`config.mk`:
```
export PLATFORM = sky130hd
export DESIGN_NAME = shift_add_mul_ctrl
export DESIGN_NICKNAME = d
export VERILOG_FILES = /design/src/rtl/shift_add_mul_ctrl.sv
export SDC_FILE = /design/constraint.sdc
export NUM_CORES = 1
export LEC_CHECK = 0
export BUFFER_PORTS_ARGS = -buffer_cell sky130_fd_sc_hd__buf_2
export CAP_MARGIN = 15
export CORE_MARGIN = 3
export CORE_UTILIZATION = 35
export CTS_BUF_LIST = sky130_fd_sc_hd__clkbuf_8
export CTS_CLUSTER_DIAMETER = 30
export DETAILED_ROUTE_END_ITERATION = 8
export GPL_TIMING_DRIVEN = 1
export PLACE_DENSITY = 0.65
export RECOVER_POWER = 100
export SLEW_MARGIN = 20
export SYNTH_ARGS = -nofsm -noshare
export SYNTH_HDL_FRONTEND = slang
export SYNTH_SLANG_ARGS = --single-unit
```
`constraint.sdc`:
```
create_clock -name clk -period 3.68 [get_ports clk]
set_input_delay 0.184 -clock clk [delete_from_list [all_inputs] [get_ports clk]]
set_output_delay 0.184 -clock clk [all_outputs]
set_load 0.02 [all_outputs]
```
`src/rtl/shift_add_mul_ctrl.sv`:
```
// shift_add_mul_ctrl: radix-2 shift-and-add multiplier sequencer driving an external WIDTH-bit adder
module shift_add_mul_ctrl #(
  parameter int WIDTH = 32
) (
  input  logic               clk,
  input  logic               rst,
  input  logic               start,
  input  logic [WIDTH-1:0]   op_a,
  input  logic [WIDTH-1:0]   op_b,
  output logic               busy,
  output logic               done,
  output logic [2*WIDTH-1:0] product,
  output logic [WIDTH-1:0]   add_a,
  output logic [WIDTH-1:0]   add_b,
  output logic               add_cin,
  input  logic [WIDTH-1:0]   add_sum,
  input  logic               add_cout
);
  localparam int CW = $clog2(WIDTH);
  typedef enum logic [1:0] {S_IDLE, S_RUN, S_DONE} state_t;
  state_t state, state_nx;
  logic [WIDTH-1:0] mcand;
  logic [2*WIDTH-1:0] p;
  logic [CW-1:0] count;
  logic last;
  assign last = count == CW'(WIDTH - 1);
  always_ff @(posedge clk) begin
    if (rst) state <= S_IDLE;
    else state <= state_nx;
  end
  always_comb begin
    state_nx = state;
    case (state)
      S_IDLE: state_nx = start ? S_RUN : S_IDLE;
      S_RUN:  state_nx = last ? S_DONE : S_RUN;
      default: state_nx = S_IDLE;
    endcase
  end
  always_comb begin
    busy    = state == S_RUN;
    done    = state == S_DONE;
    add_a   = busy ? p[2*WIDTH-1:WIDTH] : '0;
    add_b   = (busy && p[0]) ? mcand : '0;
    add_cin = 1'b0;
    product = p;
  end
  // Each RUN cycle folds the adder result back in, shifted right by one with the carry as new MSB.
  always_ff @(posedge clk) begin
    if (rst) begin
      p     <= '0;
      mcand <= '0;
      count <= '0;
    end else if (state == S_IDLE && start) begin
      p     <= {{WIDTH{1'b0}}, op_b};
      mcand <= op_a;
      count <= '0;
    end else if (state == S_RUN) begin
      p     <= {add_cout, add_sum, p[WIDTH-1:1]};
      count <= count + 1'b1;
    end
  end
endmodule

```
# Word level (Yosys, flattened, before mapping)
# Cells that the tools add are included.
# totals
ff_bits	103
input_bits	100
out_inout_bits	131
# classes
add_sub_neg	1
n_eq_ne	3
n_mux	7
reduce_logical	5
# op_table
op	n
32-bit 2-to-1 mux	4
5-bit by 1-bit adder with 5-bit output, second input constant	1
5-bit == test, second input constant	1
2-bit case mux with 2 select lines	1
2-bit by 1-bit == test with 1-bit output, second input constant	1
2-bit == test, second input constant	1
1-bit logical AND	2
2-bit zero test	1
2-bit 2-to-1 mux	1
2-bit nonzero test	1
2-bit OR reduction	1
1-bit 2-to-1 mux	1

# Logic depth before layout (Yosys ltp)
# depth
depth_word	3
depth_mapped	6

# Worst setup path after synthesis
# OpenSTA, ideal clock, no wires.
# synth_timing
path_type	reg-to-output
start	reg state[0]
end	out add_a[0]
arrival_time_ps	1212
required_time_ps	3496
path_slack_ps	2284
path_stages_with_launch	6
path_buffers	2
cell_sequence	dfxtp_1 nand2b_1 inv_1 buf_2 clkbuf_1 and2_1
# synth_between
elab_chain_cells	2
# synth_rtl
item	line	rtl
from (decl)	21	state_t state, state_nx;
from (signal assigned)	29	else state <= state_nx;
2-bit by 1-bit == test with 1-bit output	40	busy = state == S_RUN;
32-bit 2-to-1 mux	42	add_a = busy ? p[2*WIDTH-1:WIDTH] : '0;
to (decl)	13	output logic [WIDTH-1:0] add_a,
# Every way passes these cells.

# Worst setup path after layout
# layout_timing
start	reg state[0]
end	out add_a[1]
# Same word-level chain as after synthesis.

==> flow_summary.ini <==
[status]
status = complete, but fails checks
violations = capacitance limit, slew limit

[synth]
synth_cell_type_count = 29
ys_seq_area_share_pct = 47.2
syn_inst = 501
ys_ff_latch = 103
synth.net_count = 603
avgSynthCellArea_um2 = 8.72
synth_top_cell_area_share_pct = 47.2
syn_area_um2 = 4370
yosysWarnings = 0
synthTopCellsByArea = dfxtp_1 (47%), mux2i_1 (7.3%), nand2_1 (5.8%)
synth_top_cell_by_area = dfxtp_1

[clocking]
cts_num_sinks = 103
cts.path.max_buffers = 2
cts.clk_slew.worst_paths_ns = 0.10
postCtsSetupRepairBufs = 0
ctsHoldBuffers = 0
htree_levels = 3
cts_buffers = 9
cts_root_buffer = clkbuf_8
insertion_delay_ns = 0.36
cts_resized = 0
tritoncts = yes

[critical_path]
r2r_end = product[52]$_SDFFE_PP0P_
crit_end = add_a[1]
worstSetupPathType = reg2out
cp_slowest_cell = inv_2
worstSetupStartpoint = state[0]$_SDFF_PP0_
cp.required_ns = 3.50
reg2reg_from = state[0]$_SDFF_PP0_
cp-end-kind = output port
worst-r2r-setup-slack_ns = 1.10
crit_arrival_ns = 2.89
critPathMaxStageDelay_ns = 0.66
cp_max_fo = 57
crit_path_cell_trace = nand2b_1, buf_4, inv_2, clkbuf_2, and2_1, clkbuf_1
start_kind = register
reg2reg_depth = 4

[sta]
setup_slack_ns = 0.605
maxSlewViolCount = 38
holdWs_ns = 0.0532
timing.final.crit_share_pct = 83.5
slew_headroom_pct = -0.659
hold_viol_final = 0
setup_viol = 0
tightest_slew_ns = 1.51
rsz0062_at_grt = false
post-route-min-period_ns = 3.07
fin_skew_ns = 0.00800
timing.fmax_ghz = 0.325
fin_setup_tns_ns = 0

[floorplanning]
initial_core_util_pct = 36.1
die_area_um2 = 13900
ioPinCount = 231
die_w_um = 118
core_um2 = 12100
row_count = 40
die_height_um = 118

[route]
wl_per_cell_um = 14.0
first_pass_iters = 4
antenna_left = 0
dr.first_iter.drc_count = 277
post_drt_via_cell_ratio = 4.87
drc = 0
totalWireLength_mm = 12.2
num_vias = 4246

[job]
cap_violations = 1

[final_layout]
area_delta_synth_final_pct = 26.8
antenna_cells = 0
design_area_um2 = 5540
final_util_pct = 45.7
drive_above_1_share_pct = 22.9
final_nets = 801

[power_and_ir_drop]
power_leakage_nw = 2.43
p_per_area_nw_per_um2 = 419
vdd_drop_max_mv = 0.180

[placed_design]
dpl_cell_area_um2 = 5530
place_congestion = 0.767
place_ws_ns = 1.23
hpwl_mm = 8.61
numPortBuffers = 229

[global_routing]
grt_pass1_vias = 4100
grt_start_max_net_pins = 67
groute.usage.overall_pct = 17.2
antenna_found_initial = 1
grt.overflow.total = 0
grt_pass1_wl_mm = 20.0

[worst_hold_path]
hold_start = op_a[7]
hp-class = in2reg
[synthesized netlist by cell type]
cell	instances
dfxtp_1	103
nand2_1	68
nor2_1	68
and3_1	33
a211oi_1	32
and2_1	32
mux2i_1	32
o22ai_1	32
clkbuf_1	30
a21oi_2	25
a21oi_1	11
buf_2	7
buf_4	4
buf_6	4
inv_1	4
ha_1	2
nand2b_1	2
buf_1	1
conb_1	1
nand3_1	1
nand3b_1	1
nor3_1	1
nor3b_1	1
o21ai_0	1
o21ba_2	1
or2_1	1
or3_1	1
xnor2_1	1
xor2_1	1
[where the power goes]
group,internal [mW],switching [mW]
Sequential,1.19,0.0596
Combinational,0.149,0.258
Clock,0.267,0.397
Total,1.60,0.715
[state kept, by name, indices dropped and copies added (netlist names)]
register  count
product      64
mcand        32
state         2
count         5
[per-layer routing]
| layer | up-vias | track usage (%) | wire length, um | share of wire [%] |
|---|---|---|---|---|
| li1 | 2107 | - | - | - |
| met5 | - | 0 | 11 | 0.090 |
| met4 | 2 | 5.86 | 147 | 1.2 |
| met2 | 183 | 28.4 | 5650 | 46 |
| met1 | 1938 | 20.7 | 5320 | 44 |
| met3 | 16 | 6.39 | 1060 | 8.7 |
[worst min path at each step]
| stage | to | slack, ns | cells past startpoint |
|---|---|---|---|
| finish | mcand[7]$_SDFFE_PP0P_ | 0.05 | 3 |
| detailed placement | mcand[8]$_SDFFE_PP0P_ | 0.43 | 3 |
| floorplan | product[32]$_SDFFE_PP0P_ | 0.32 | 2 |
| global placement | mcand[1]$_SDFFE_PP0P_ | 0.42 | 3 |
| global route | product[54]$_SDFFE_PP0P_ | 0.03 | 3 |
| CTS | product[54]$_SDFFE_PP0P_ | 0.03 | 3 |
[kinds of logic after synthesis]
logic type / synth area share, %
buffers and inverters: 5.53
adders and majority gates: 0.573
other: 0.0859
AOI/OAI and AO/OA: 16.7
muxes: 7.34
DFF: 47.2
and+or+nand+nor: 22.1
xor gates and xnor gates: 0.401
[cells in the final DEF, fill, tap and decap left out, drive strengths merged, types with 4 or more instances in the layout]
cell type and instances:
inv 4, and3 33, a211oi 32, buf 128
o22ai 32, clkinv 4, a21oi 36, dfxtp 103
clkbuf 115, nor2 68, and2 32, nand2 68
mux2i 32
[final cells by class]
class                      instances  area [um2]
inverter                           4        15.0
multi-input combinational        348        2020
clock inverter                     6        46.3
fill                            1298        6580
sequential                       103        2060
clock buffer                      10         138
timing repair buffer             233        1040
tap                              168         210
[critical path, delay by kind of cell (launching register included)]
kind / cells / cell delay [ns]
buf+inv: 4 / 1.78
flops: 1 / 0.43
simple gates: 2 / 0.28
[through the flow]
step	cells	total power, mW
5_1_grt	872	2.45
4_1_cts	872	2.37
2_1_floorplan	501	1.55
6_report	872	2.32
3_5_place_dp	856	1.70
3_3_place_gp	856	1.69
Power figures use the tool's default switching activity.
